==> src/rtl/uart_pkg.sv <==
// uart_pkg: shared types and constants for the UART receive path
package uart_pkg;

  typedef enum logic [2:0] {IDLE, START, DATA, PARITY, STOP} rx_state_t;

  localparam logic [1:0]  PAR_NONE     = 2'b00;
  localparam logic [1:0]  PAR_EVEN     = 2'b01;
  localparam logic [1:0]  PAR_ODD      = 2'b10;
  localparam logic [15:0] BAUD_DIV_MIN = 16'd4;

  // 2'b11 is an alias for no parity, so only the two explicit codes enable it
  function automatic logic par_en(input logic [1:0] sel);
    return sel == PAR_EVEN || sel == PAR_ODD;
  endfunction

endpackage

==> src/rtl/sync_fifo.sv <==
// sync_fifo: power-of-two FIFO with a registered head word that holds when empty
module sync_fifo #(
  parameter int WIDTH = 8,
  parameter int DEPTH = 8
) (
  input  logic             clk,
  input  logic             rst_n,
  input  logic             push,
  input  logic [WIDTH-1:0] wdata,
  input  logic             pop,
  output logic [WIDTH-1:0] rdata,
  output logic             empty,
  output logic             overflow
);

  localparam int AW = $clog2(DEPTH);

  logic [WIDTH-1:0] mem_q [DEPTH];
  logic [AW-1:0]    wr_ptr_q, wr_ptr_d, rd_ptr_q, rd_ptr_d;
  logic [AW:0]      count_q, count_d;
  logic [WIDTH-1:0] rdata_q, rdata_d;
  logic             full, do_push, do_pop;

  assign full     = count_q == (AW+1)'(DEPTH);
  assign empty    = count_q == '0;
  assign do_pop   = pop & ~empty;
  assign do_push  = push & (~full | do_pop);
  assign overflow = push & ~do_push;
  assign rdata    = rdata_q;

  // Next pointers/count; the head register loads the incoming word when it becomes the only entry
  always_comb begin
    wr_ptr_d = do_push ? wr_ptr_q + AW'(1) : wr_ptr_q;
    rd_ptr_d = do_pop ? rd_ptr_q + AW'(1) : rd_ptr_q;
    count_d  = count_q + (AW+1)'(do_push) - (AW+1)'(do_pop);
    rdata_d  = (do_push && count_q == (AW+1)'(do_pop)) ? wdata :
               (do_pop && count_q > (AW+1)'(1))         ? mem_q[rd_ptr_d] : rdata_q;
  end

  // Storage array needs no reset: unwritten slots are never presented
  always_ff @(posedge clk) begin
    if (do_push) mem_q[wr_ptr_q] <= wdata;
  end

  // Pointer, count and head state
  always_ff @(posedge clk or negedge rst_n) begin
    if (!rst_n) begin
      wr_ptr_q <= '0;
      rd_ptr_q <= '0;
      count_q  <= '0;
      rdata_q  <= '0;
    end else begin
      wr_ptr_q <= wr_ptr_d;
      rd_ptr_q <= rd_ptr_d;
      count_q  <= count_d;
      rdata_q  <= rdata_d;
    end
  end

endmodule

==> src/rtl/uart_rx_fifo.sv <==
// uart_rx_fifo: UART receiver with mid-bit sampling, parity/stop checks and a byte FIFO
module uart_rx_fifo
  import uart_pkg::*;
#(
  parameter int DEPTH = 8
) (
  input  logic        clk,
  input  logic        rst_n,
  input  logic [15:0] baud_div,
  input  logic [1:0]  parity_sel,
  input  logic        rxd,
  input  logic        ren,
  output logic [7:0]  rdata,
  output logic        rvalid,
  output logic        busy,
  output logic        frame_err,
  output logic        parity_err,
  output logic        overrun
);

  logic        meta_q, rxd_s_q;
  rx_state_t   state_q, state_d;
  logic [15:0] cnt_q, cnt_d, div_q, div_d, half_m1;
  logic [1:0]  par_q, par_d;
  logic [2:0]  bit_q, bit_d;
  logic [7:0]  shift_q, shift_d;
  logic        perr_q, perr_d, push_q, push_d, ferr_q, ferr_d, pe_q, pe_d;
  logic        tick, fifo_empty;

  assign half_m1    = (div_q >> 1) - 16'd1;
  assign tick       = cnt_q == div_q - 16'd1;
  assign busy       = state_q != IDLE;
  assign rvalid     = ~fifo_empty;
  assign frame_err  = ferr_q;
  assign parity_err = pe_q;

  // Two-flop synchroniser, idle-high so reset never looks like a start bit
  always_ff @(posedge clk or negedge rst_n) begin
    if (!rst_n) {rxd_s_q, meta_q} <= 2'b11;
    else        {rxd_s_q, meta_q} <= {meta_q, rxd};
  end

  // Frame sequencing: the bit timer restarts at each sample so every later sample lands mid-bit
  always_comb begin
    state_d = state_q;
    cnt_d   = cnt_q + 16'd1;
    div_d   = div_q;
    par_d   = par_q;
    bit_d   = bit_q;
    shift_d = shift_q;
    perr_d  = perr_q;
    push_d  = 1'b0;
    ferr_d  = 1'b0;
    pe_d    = 1'b0;
    case (state_q)
      IDLE: begin
        cnt_d = '0;
        if (!rxd_s_q) begin
          state_d = START;
          div_d   = baud_div < BAUD_DIV_MIN ? BAUD_DIV_MIN : baud_div;
          par_d   = parity_sel;
          perr_d  = 1'b0;
          bit_d   = '0;
        end
      end
      START: if (cnt_q == half_m1) begin
        cnt_d   = '0;
        state_d = rxd_s_q ? IDLE : DATA;
      end
      DATA: if (tick) begin
        cnt_d   = '0;
        shift_d = {rxd_s_q, shift_q[7:1]};
        bit_d   = bit_q + 3'd1;
        if (bit_q == 3'd7) state_d = par_en(par_q) ? PARITY : STOP;
      end
      PARITY: if (tick) begin
        cnt_d   = '0;
        perr_d  = (^shift_q ^ rxd_s_q) != (par_q == PAR_ODD);
        state_d = STOP;
      end
      STOP: if (tick) begin
        state_d = IDLE;
        ferr_d  = ~rxd_s_q;
        pe_d    = perr_q;
        push_d  = rxd_s_q & ~perr_q;
      end
      default: state_d = IDLE;
    endcase
  end

  // Receiver state and registered result pulses
  always_ff @(posedge clk or negedge rst_n) begin
    if (!rst_n) begin
      state_q <= IDLE;
      cnt_q   <= '0;
      div_q   <= BAUD_DIV_MIN;
      par_q   <= PAR_NONE;
      bit_q   <= '0;
      shift_q <= '0;
      perr_q  <= 1'b0;
      push_q  <= 1'b0;
      ferr_q  <= 1'b0;
      pe_q    <= 1'b0;
    end else begin
      state_q <= state_d;
      cnt_q   <= cnt_d;
      div_q   <= div_d;
      par_q   <= par_d;
      bit_q   <= bit_d;
      shift_q <= shift_d;
      perr_q  <= perr_d;
      push_q  <= push_d;
      ferr_q  <= ferr_d;
      pe_q    <= pe_d;
    end
  end

  sync_fifo #(.WIDTH(8), .DEPTH(DEPTH)) u_fifo (
    .clk      (clk),
    .rst_n    (rst_n),
    .push     (push_q),
    .wdata    (shift_q),
    .pop      (ren),
    .rdata    (rdata),
    .empty    (fifo_empty),
    .overflow (overrun)
  );

endmodule
==> config.mk <==
export PLATFORM = sky130hd
export DESIGN_NAME = uart_rx_fifo
export DESIGN_NICKNAME = d
export VERILOG_FILES = /design/src/rtl/uart_pkg.sv /design/src/rtl/sync_fifo.sv /design/src/rtl/uart_rx_fifo.sv
export SDC_FILE = /design/constraint.sdc
export NUM_CORES = 1
export LEC_CHECK = 0
export ABC_AREA = 1
export ABC_CLOCK_PERIOD_IN_PS = 3400
export CORE_ASPECT_RATIO = 1.25
export CORE_UTILIZATION = 50
export DETAILED_ROUTE_END_ITERATION = 8
export PLACE_DENSITY = 0.67
export SETUP_SLACK_MARGIN = 0.2
export SLEW_MARGIN = 10
export SYNTH_ARGS = -nofsm -noshare
export SYNTH_HDL_FRONTEND = slang
export SYNTH_SLANG_ARGS = --single-unit
==> constraint.sdc <==
create_clock -name clk -period 3.4 [get_ports clk]
set_clock_uncertainty 0.15 [all_clocks]
set_input_delay 0.51 -clock clk [delete_from_list [all_inputs] [get_ports clk]]
set_output_delay 0.51 -clock clk [all_outputs]
set_load 0.02 [all_outputs]
======== After elaboration in Yosys (flattened, before gate mapping) ========
Memories as Yosys holds them, arrays and structs flattened.
Index checks and enable logic that the tools add are counted.
storage, ports and cells
  memory bits (writable) .................. 64
  output and inout port bits .............. 13
  word-level logic and storage cells ...... 102
  input bits .............................. 22
  memories ................................ 1
  register bits ........................... 72
memories
  memory        words  bits a word  read ports  clocked after memory_dff  wr ports  line             RTL
  u_fifo.mem_q  8      8            1           0                         1         sync_fifo.sv:18  logic [WIDTH-1:0] mem_q [DEPTH];
cells by class
  bitwise logic cells ..................... 11
  add/sub/neg operators ................... 8
  reductions and logical operators ........ 16
  $lt $le $gt $ge ......................... 2
  eq/ne operators ......................... 18
  mux-type cells .......................... 30
operators with widths
  operator                 count
  $mux W16                 3
  $pmux W16 S3             1
  $eq A16 B16 Y1           2
  $mux W3                  10
  $add A16 B1 Y16 const B  1
  $lt A16 B3 Y1 const B    1
  $mux W8                  2
  $sub A15 B1 Y16 const B  1
  $sub A16 B1 Y16 const B  1
  $pmux W3 S5              1
  $ne A2 B2 Y1 const B     6
  $mux W1                  10
  $add A3 B1 Y3 const B    3
  $reduce_xor A8 Y1        1
  $eq A3 B2 Y1 const B     2
  $eq A3 B3 Y1 const B     2
  $pmux W3 S2              1
  $reduce_and A3 Y1        2
  $reduce_and A6 Y1        1
  $reduce_bool A2 Y1       3
  $not A1 Y1               5
  $add A4 B1 Y4            1
  $and A1 B1 Y1            4
  $eq A4 B1 Y1             1
  other kinds (18)         20

======== Logic depth before layout (Yosys ltp) ========
Gate-level depths: netlist of run 1.
  depth in word-level cells ............... 7
  depth in mapped cells ................... 17
  depth with buffers taken out ............ 17

======== Modules after synthesis ========
Synthesis of run 1 repeated with hierarchy kept, for this count alone.
second synthesis, totals
  cells, all modules ...................... 909
  area, all modules ....................... 7,668.6 µm²
modules (own cells, without submodules)
  module        times used  area an instance (µm²)  sequential area each (µm²)  cells an instance
  sync_fifo     1           3,956.3                 2,372.3                     397
  uart_rx_fifo  1           3,712.3                 1,355.0                     512

======== Worst setup path after synthesis of run 1 ========
OpenSTA, ideal clock, no wires.
  kind .................................... reg2reg
  start point ............................. reg u_fifo.count_q[2]
  end point ............................... reg u_fifo.count_q[2]
  buffers on the path ..................... 0
  library setup time ...................... 123 ps
  clock period less this slack ............ 2,465 ps
  required time ........................... 3,127 ps
  path slack .............................. 935 ps
  arrival ................................. 2,193 ps
  stages on the path, launching flop included .. 14
  cell sequence ........................... dfrtp_1 > inv_1 > ha_1 > inv_1 > nor2_2 > nand2_1 > nand2_1 > inv_1 > ha_1 > inv_1 > ha_1 > inv_1 > fa_1 > xnor2_1
between the ends
  longest elaborated chain between the ends .. 7
  elaborated cells on any way between the ends .. 9
  classes of those cells .................. add/sub: 2; eq/ne: 1; bitwise: 5; reduce/logical: 1
RTL lines
  item                    line                RTL
  from (decl)             sync_fifo.sv:20     logic [AW:0] count_q, count_d;
  from (signal assigned)  sync_fifo.sv:55     count_q <= count_d;
  $logic_not A4 Y1 (*)    sync_fifo.sv:25     assign empty = count_q == '0;
  $not A1 Y1 (*)          n/a
  via rvalid              uart_rx_fifo.sv:14  output logic rvalid,
  $and A1 B1 Y1 (*)       sync_fifo.sv:26     assign do_pop = pop & ~empty;
  $or A1 B1 Y1            sync_fifo.sv:27     assign do_push = push & (~full | do_pop);
  $and A1 B1 Y1           sync_fifo.sv:27
  $add A4 B1 Y4           sync_fifo.sv:35     count_d = count_q + (AW+1)'(do_push) - (AW+1)'(do_pop);
  $sub A4 B1 Y4 (*)       sync_fifo.sv:35
  via u_fifo.count_d[2]   sync_fifo.sv:20
Mark *: on every way through the listed nets, which the timed path passes. The rest lies on a longest branch.
A chain may end at the register's enable or synchronous reset.

======== Final worst setup path of run 1 ========
  start point ............................. reg u_fifo.count_q[2]
  end point ............................... out overrun
between the ends
  longest elaborated chain between the ends .. 7
  elaborated cells on any way between the ends .. 9
  classes of those cells .................. eq/ne: 1; bitwise: 7; reduce/logical: 1
RTL lines
  item               line                RTL
  $logic_not A4 Y1   sync_fifo.sv:25
  $not A1 Y1         sync_fifo.sv:26
  $and A1 B1 Y1      sync_fifo.sv:26
  $or A1 B1 Y1 (*)   sync_fifo.sv:27
  $and A1 B1 Y1 (*)  sync_fifo.sv:27
  $not A1 Y1 (*)     sync_fifo.sv:28     assign overflow = push & ~do_push;
  $and A1 B1 Y1 (*)  sync_fifo.sv:28
  to (decl)          uart_rx_fifo.sv:18  output logic overrun
Mark *: on every way between the ends. The rest lies on a longest branch, timed or not.

==> results of run 1 <==
sequential cells by signal (all words and copies together) (netlist names):
register and cells:
bit_q 3, cnt_q 16, div_q 16, frame_err 1, meta_q 1, par_q 2
parity_err 1, perr_q 1, push_q 1, rxd_s_q 1, shift_q 8, state_q 3
u_fifo.count_q 4, u_fifo.mem_q 64, u_fifo.rd_ptr_q 3, u_fifo.rdata 8, u_fifo.wr_ptr_q 3
worst max-delay path, cell delays in order, from the launching register on:
cell and delay [ns]:
dfrtp_1 0.37, inv_1 0.10, ha_1 0.16, inv_1 0.04, nor2_2 0.17, nor2_2 0.13
inv_1 0.10, nand4_1 0.11, nor2_1 0.13, clkdlybuf4s50_1 0.61
through the flow:
stage / setup slack, ns / cell area [sq um]
2_1_floorplan: 0.9348 / 7259
3_3_place_gp: 0.3697 / 7770
3_5_place_dp: 0.2979 / 7770
4_1_cts: 0.3918 / 8417
5_1_grt: 0.2210 / 8417
6_report: 0.4099 / 8417
layout make-up:
cell class	instances	area [sq um]
Fill cell	1227	5577
Sequential cell	136	3727
Multi-Input combinational cell	555	2970
Clock buffer	24	545.5
Inverter	122	457.9
Timing Repair Buffer	40	395.4
Tap cell	175	219.0
Clock inverter	8	101.3
layout by cell type, fill, tap and decap left out, types with 3 or more instances in the layout:
cell,synthesis,routed
clkdlybuf4s50_1,0,33
nor2_4,6,6
nand3b_1,9,9
clkinv_1,4,4
nor2_1,72,72
nor3_1,5,5
dfrtp_1,69,69
inv_2,3,3
nand2_1,231,231
o211ai_1,39,39
ha_1,14,14
clkbuf_8,0,3
dfstp_2,3,3
edfxtp_1,64,64
clkbuf_16,0,20
or2_2,3,3
buf_4,0,6
nand4_1,7,7
nor4_1,5,5
xnor2_1,19,19
inv_1,115,115
o21ai_1,11,11
nand2_2,6,6
nand3_1,60,60
o21ai_0,20,20
xor2_1,26,25
nor2_2,8,8
logic make-up (layout without fill, tap and decap cells):
logic type / Yosys count / count (layout) / synth area share
AO/OA/AOI/OAI: 76 / 76 / 0.06722
XOR/XNOR: 46 / 46 / 0.05653
adder cells (fa/ha/maj): 15 / 15 / 0.02689
buffers and inverters: 144 / 194 / 0.07997
flip-flops: 136 / 136 / 0.5134
AND/OR/NAND/NOR: 418 / 418 / 0.2559
routing by layer:
metal,vias to the layer above,track usage,routed length [microns]
li1,2763,-,-
met1,2693,0.2822,6736
met2,142,0.4790,9514
met3,34,0.04905,713
met4,0,0.1030,545
met5,-,0,0
power breakdown:
group | internal [uW] | switching, uW | leakage, uW | total [uW]
clock | 1270 | 695 | 0.000319 | 1970
sequential | 1960 | 283 | 0.00158 | 2240
combinational | 997 | 1750 | 0.00185 | 2740
total | 4220 | 2720 | 0.00375 | 6950
final timing paths:
| kind | start | endpoint | slack [ns] | cells past startpoint |
|---|---|---|---|---|
| max | u_fifo.count_q[2] | overrun | 0.41 | 9 |
| min reg2reg | meta_q | rxd_s_q | 0.20 | 0 |
| min in group clk | meta_q | rxd_s_q | 0.20 | 0 |
| max reg2reg | u_fifo.count_q[2] | u_fifo.rdata[5] | 0.54 | 12 |
| max in group asynchronous | rst_n | u_fifo.rdata[4] | 2.39 | 1 |
| min | rst_n | cnt_q[10] | 0.05 | 1 |
==> impl_metrics.yaml, run 1 <==
synth:
  synthTopCellsByArea: "edfxtp_1 (26%), dfrtp_1 (24%), nand2_1 (12%)"
  syn_area_per_cell_sq_um: 8.694
  syn_nets: 872
  yosysUniqueCellTypes: 39
  synth_most_common_cell: "nand2_1"
  netlist_instances: 835
  async_reset_ff_frac: 0.5294
  synth_top_area_frac: 0.2647
  synth-edff-count: 64
  synth_common_cells: "nand2_1 (231), inv_1 (115), nor2_1 (72)"
  ys_warn_count: 0
  synth.largest_area_cell: "edfxtp_1"
  yosysSeqAreaShare: 0.5134
  synthFlopType: "dfrtp_1"
  synth_seq_cells: 136
  synth_area_sq_um: 7259
clock_tree:
  cts_inserted_buffers: 17
  cts.sinks: 136
  cts_tree: "yes"
  insertion_delay_ns: 0.43
  path_clk_slew_ns: 0.06
  cts-resized-gates: 0
  clock_path_buffers: 2
  root_buffer: "clkbuf_16"
  cts_setup_buffers: 0
  cts_hold_buf: 0
  ctsHtreeMaxLevel: 4
grt:
  grt_antenna_before_repair: 0
  first_global_vias: 5676
  grtUsageTotal: 0.2569
  grt_pass1_wl_microns: 28430
  grt_start_max_net_pins: 73
  grt.overflow.total: 0
setup_path:
  crit_arrival_ns: 2.33
  cp-end-kind: "primary output"
  crit_required_ns: 2.74
  start_kind: "flip-flop"
  worstSetupPathType: "flip-flop to primary output"
  crit_fanout: 9
finish:
  syn2layout_area_growth_pct: 15.94
  num-nets-final: 909
  n_antenna_cell: 0
  post_route_cells_drive_above_1_share: 0.08588
  layout.cells.non_filler: 1060
  fin_util: 0.6015
placed_design:
  dp_hpwl_microns: 12860
  io_buffer_count: 34
  gp_congestion: 0.8660
  place_inst: 1028
pwr:
  ir_worst_vdd_uv: 932.4
  p_total_uw: 6949
  cellPowerDensity_nw_per_um2: 825.6
  leakagePower_uw: 0.003754
floorplan:
  start_util: 0.5188
  die_area_sq_um: 15010
  io_pins: 35
  die_y_microns: 136.7
  rows: 48
  coreArea_sq_um: 13990
  dieWidth_microns: 109.8
routing:
  firstDrtPassIters: 5
  vias: 5632
  post_drt_wl_per_cell_microns: 16.52
  vias_per_cell: 5.313
  routed_wl_microns: 17510
  drc: 0
  ant_nets: 0
  drtIter0Drc: 346
sta:
  whs_ns: 0.05005
  finalSetupTns_ns: 0
  max_freq_mhz: 334.4
  fin_crit_sh: 0.8794
  slew_headroom: 0.3646
  rsz0062_at_grt: "no"
  min_period_ns: 2.990
  tightestPinTransition_ns: 0.9531
  hold_violations: 0
  setup-violations-final: 0
  drv_slew: 0
status:
  status: "completed"
worst_hold_path:
  hold_class: "input pin to asynchronous set/reset pin"
run:
  drv_cap: 0
(Power assumes the default switching activity.)
==> run 2, diff against run 1 <==
--- a/config.mk
+++ b/config.mk
@@ -10,7 +10,7 @@
 export CORE_ASPECT_RATIO = 1.25
 export CORE_UTILIZATION = 50
 export DETAILED_ROUTE_END_ITERATION = 8
-export PLACE_DENSITY = 0.67
+export PLACE_DENSITY = 0.72
 export SETUP_SLACK_MARGIN = 0.2
 export SLEW_MARGIN = 10
 export SYNTH_ARGS = -nofsm -noshare
==> run 2 against run 1 <==
Effect of this change:
- count of clock-buffer cells in the layout fell by 7
- critical path depth did not move
- worst hold slack improved by 0.036 ns
- wire length fell by 13%
- sequential power barely moved
- sequential share of layout area rose by 0.11 points
- critical path type unchanged
- highest routed layer unchanged
==> impl_metrics.yaml, run 2 (synthesized netlist as in run 1, its figures left out) <==
clock_tree:
  insertion_delay_ns: 0.42
  cts_hold_buf: 0
  clock_path_buffers: 2
  cts.sinks: 136
  ctsHtreeMaxLevel: 4
  root_buffer: "clkbuf_16"
  cts_setup_buffers: 0
  cts_inserted_buffers: 17
  cts-resized-gates: 0
  cts_tree: "yes"
  path_clk_slew_ns: 0.06
finish:
  syn2layout_area_growth_pct: 15.67
  top_register: "u_fifo.mem_q"
  nFillCells: 1190
  mostFrequentLayoutCell: "nand2_1"
  final_cell_mix: "nand2_1 (231), inv_1 (115), nor2_1 (72)"
  multi_input_area_sq_um: 2970
  n_antenna_cell: 0
  reg.largest.list: "u_fifo.mem_q x64, cnt_q x16, div_q x16"
  largest_register_ffs: 64
  final_area_sq_um: 8397
  post_route_cells_drive_above_1_share: 0.09620
  num-nets-final: 918
  seq_area_sq_um: 3727
  layout.cells.non_filler: 1069
sta:
  rsz0062_at_grt: "no"
  whs_ns: 0.08559
  tightestPinTransition_ns: 0.9499
  finalSetupTns_ns: 0
  hold_violations: 0
  setup-violations-final: 0
  slew_headroom: 0.3667
  fin_crit_sh: 0.8456
  drv_slew: 0
  max_freq_mhz: 347.8
  min_period_ns: 2.875
  finalWorstSetupSlack_ns: 0.5250
floorplan:
  die_y_microns: 136.7
  die_area_sq_um: 15010
  dieWidth_microns: 109.8
  io_pins: 35
  start_util: 0.5188
  rows: 48
  coreArea_sq_um: 13990
routing:
  vias: 5429
  firstDrtPassIters: 5
  routed_wl_microns: 15180
  vias_per_cell: 5.079
  ant_nets: 0
  drc: 0
  drtIter0Drc: 348
  post_drt_wl_per_cell_microns: 14.20
setup_path:
  crit_required_ns: 2.74
  crit_fanout: 4
  crit_arrival_ns: 2.22
  start_kind: "flip-flop"
  cp-end-kind: "primary output"
  worstSetupPathType: "flip-flop to primary output"
pwr:
  ir_worst_vdd_uv: 357.0
  cellPowerDensity_nw_per_um2: 797.3
  leakagePower_uw: 0.003753
placed_design:
  io_buffer_count: 34
  placed_cell_area_sq_um: 7825
  post-place-ws_ns: 0.7008
  dp_hpwl_microns: 10920
  place_inst: 1037
  gp_congestion: 0.9006
status:
  status: "completed"
grt:
  first_global_vias: 5289
  grt_pass1_wl_microns: 25380
  grt_start_max_net_pins: 73
  grt.overflow.total: 0
  grt_antenna_before_repair: 0
  grtUsageTotal: 0.2282
run:
  drv_cap: 0
worst_hold_path:
  hold_class: "input pin to asynchronous set/reset pin"
## run 2: per-stage QoR
step,util,power (uW)
2_1_floorplan,-,4261
4_1_cts,0.6001,6746
3_3_place_gp,0.5592,4908
3_5_place_dp,0.5592,4967
6_report,0.6001,6695
5_1_grt,0.6001,7217
## run 2: final timing paths
| kind | start | to | slack, ns | cells after the start |
|---|---|---|---|---|
| min reg2reg | meta_q | rxd_s_q | 0.21 | 0 |
| max | u_fifo.count_q[2] | overrun | 0.52 | 9 |
| min in group clk | meta_q | rxd_s_q | 0.21 | 0 |
| max in group asynchronous | rst_n | u_fifo.count_q[0] | 2.41 | 1 |
| min | rst_n | par_q[1] | 0.09 | 1 |
| max reg2reg | div_q[1] | cnt_q[11] | 0.73 | 15 |
## run 2: critical path: stages, from the launching register on
cell and delay, ns:
dfrtp_1 0.37, inv_1 0.10, ha_1 0.16, inv_1 0.04
nor2_2 0.16, nor2_2 0.06, inv_1 0.08, nand4_1 0.11
nor2_1 0.11, clkdlybuf4s50_1 0.61
## run 2: power breakdown
| part | switching (uW) | leakage (uW) | internal, uW |
|---|---|---|---|
| Sequential | 287 | 0.00158 | 1960 |
| Clock | 786 | 0.000276 | 972 |
| Combinational | 1690 | 0.00189 | 1000 |
## run 2: layer usage
| metal | part of all wire | vias to the layer above | wire length, microns | global-route usage |
|---|---|---|---|---|
| met4 | 0.034 | 0 | 516 | 0.1037 |
| met3 | 0.037 | 44 | 560 | 0.04476 |
| met1 | 0.40 | 2467 | 6100 | 0.2590 |
| met5 | 0 | - | 0 | 0 |
| li1 | - | 2786 | - | - |
| met2 | 0.53 | 132 | 8003 | 0.4099 |
## run 2: layout make-up
cell class	count	share of cell area
Tap cell	175	0.02608
Timing Repair Buffer	49	0.05364
Clock inverter	15	0.01743
Clock buffer	17	0.05066
Multi-Input combinational cell	555	0.3537
Inverter	122	0.05454
Sequential cell	136	0.4439
==> run 3, diff against run 2 <==
--- a/config.mk
+++ b/config.mk
@@ -6,11 +6,11 @@
 export NUM_CORES = 1
 export LEC_CHECK = 0
 export ABC_AREA = 1
-export ABC_CLOCK_PERIOD_IN_PS = 3400
+export ABC_CLOCK_PERIOD_IN_PS = 2500
 export CORE_ASPECT_RATIO = 1.25
 export CORE_UTILIZATION = 50
 export DETAILED_ROUTE_END_ITERATION = 8
-export PLACE_DENSITY = 0.72
+export PLACE_DENSITY = 0.75
 export SETUP_SLACK_MARGIN = 0.2
 export SLEW_MARGIN = 10
 export SYNTH_ARGS = -nofsm -noshare
==> constraint.sdc (replaced) <==
create_clock -name clk -period 2.5 [get_ports clk]
set_clock_uncertainty 0.15 [all_clocks]
set_input_delay 0.375 -clock clk [delete_from_list [all_inputs] [get_ports clk]]
set_output_delay 0.375 -clock clk [all_outputs]
set_load 0.02 [all_outputs]
==> run 3 against run 2 <==
Effect of this change:
- non-clock buffer count up 45
- global-route usage rose by 3.0 points
- core utilization rose by 6.1 points
- die area unchanged
- largest power group unchanged
- largest cell class unchanged
==> impl_metrics.yaml, run 3 (synthesized netlist as in run 1, its figures left out) <==
worst_hold_path:
  hold_class: "flip-flop to flip-flop"
clock_tree:
  cts_tree: "yes"
  path_clk_slew_ns: 0.06
  root_buffer: "clkbuf_16"
  cts_inserted_buffers: 17
  insertion_delay_ns: 0.42
  cts.sinks: 136
  ctsHtreeMaxLevel: 4
  clock_path_buffers: 2
grt:
  grt.overflow.total: 0
  first_global_vias: 5913
  grtUsageTotal: 0.2584
  grt_pass1_wl_microns: 28660
  grt_start_max_net_pins: 40
  grt_antenna_before_repair: 0
sta:
  tightestPinTransition_ns: 0.6665
  fin_crit_sh: 0.9896
  setup-violations-final: 0
  finalWorstSetupSlack_ns: 0.02604
  whs_ns: 0.2040
  min_period_ns: 2.474
  finalSetupTns_ns: 0
  slew_headroom: 0.5552
  hold_violations: 0
  rsz0062_at_grt: "yes"
  max_freq_mhz: 404.2
  drv_slew: 0
pwr:
  cellPowerDensity_nw_per_um2: 1173
  intPower_uw: 6449
  leakagePower_uw: 0.004107
  p_comb_frac: 0.491
  clkPwrFrac: 0.228
  p_total_uw: 10850
  ir_worst_vdd_uv: 887.4
  seq_power_share: 0.281
  sw_frac_of_total: 0.4059
  switchingPower_uw: 4406
setup_path:
  slowest_stage: "dfstp_2"
  worst-path-buf-inv: 3
  crit_required_ns: 2.66
  start_kind: "flip-flop"
  worstSetupPathType: "flip-flop to flip-flop"
  cp-end-kind: "flip-flop"
  crit_family: "simple AND/OR/NAND/NOR gates"
  worst_path_largest_cell_delay_ns: 0.55
  path_common_cell: "nand2_1"
  worstPathCellList: "inv_2, ha_4, inv_4, nand2_2, nand2_1, nand2_1, nand2_1, nand2_1, nor2_2, nand2_1, nor2_2, nand2_1, o21ai_2, nand2_2, nor2_4, clkbuf_16, nor2_1"
  crit_fanout: 8
  crit_arrival_ns: 2.63
routing:
  drc: 0
  drtIter0Drc: 401
  vias_per_cell: 5.357
  firstDrtPassIters: 5
  met2WireLength_microns: 10330
  routed_wl_microns: 19010
  wl_met1_microns: 7012
  top_layer: "met4"
  met3_length_microns: 779
  ant_nets: 0
  vias: 5989
  post_drt_wl_per_cell_microns: 17.00
finish:
  n_antenna_cell: 0
  final_cell_mix: "nand2_1 (223), inv_1 (105), dfrtp_1 (68)"
  syn2layout_area_growth_pct: 27.51
  layout.cells.non_filler: 1118
  reg.largest.list: "u_fifo.mem_q x64, cnt_q x16, div_q x16"
  top_register: "u_fifo.mem_q"
  nFillCells: 1065
  seq_area_sq_um: 3729
  num-nets-final: 967
  mostFrequentLayoutCell: "nand2_1"
  multi_input_area_sq_um: 3243
  post_route_cells_drive_above_1_share: 0.1972
  largest_register_ffs: 64
placed_design:
  post-place-ws_ns: 0.02075
  dp_hpwl_microns: 12070
  place_inst: 1055
  gp_congestion: 0.9093
  io_buffer_count: 34
floorplan:
  die_y_microns: 136.7
  dieWidth_microns: 109.8
  rows: 48
  start_util: 0.5188
  coreArea_sq_um: 13990
  io_pins: 35
  die_area_sq_um: 15010
status:
  status: "completed"
run:
  drv_cap: 0
-- run 3: changes by cell type in the layout (fill, tap and decap cells not counted), sizes merged, moves of 2 or more --
cell           previous run  this run
buf                      16        55
clkinvlp                  2         4
clkdlybuf4s50            33        30
inv                     128       122
or2                       4         6
clkbuf                   17        27
-- run 3: worst paths after layout --
path	from	to	slack (ns)	cells after the start
setup / recovery	div_q[2]	cnt_q[5]	0.03	17
hold / removal	meta_q	rxd_s_q	0.20	0
setup reg to reg	div_q[2]	cnt_q[5]	0.03	17
hold reg to reg	meta_q	rxd_s_q	0.20	0
max in group asynchronous	rst_n	div_q[2]	1.25	3
min in group asynchronous	rst_n	div_q[13]	0.30	2
-- run 3: layout make-up --
class | count | area share
Clock buffer | 21 | 0.05096
Clock inverter | 11 | 0.01203
Inverter | 122 | 0.05082
Multi-Input combinational cell | 559 | 0.3504
Sequential cell | 136 | 0.4028
Tap cell | 175 | 0.02366
Timing Repair Buffer | 94 | 0.1094
-- run 3: per-stage QoR --
stage	cell area, sq um	utilization
final	9256	0.6615
after global routing	9256	0.6615
after CTS	8821	0.6304
after detailed placement	8015	0.5728
after global placement	8015	0.5728
after floorplan	7277	-
-- run 3: layer usage --
metal  track usage  up-vias
li1              -     2882
met1        0.2781     2855
met2        0.4773      186
met3       0.04571       66
met4        0.1326        0
met5             0        -
-- run 3: timing repair --
item / 4_1_cts / 5_1_grt
pin swaps: 8 / 36
endpoints found under the setup margin: 41 / 61
cloned: 4 / 7
hold buffers: 1 / 0
endpoints found under the hold margin: 31 / 0
resized for setup: 27 / 59
buffers inserted: 8 / 11
-- run 3: power groups by stage --
stage	combinational, uW	clock (uW)	sequential (uW)
3_3_place_gp	3850	0	3060
2_1_floorplan	2780	0	3030
6_report	5330	2480	3050
4_1_cts	4360	2480	3030
5_1_grt	5830	2590	3100
3_5_place_dp	3940	0	3070
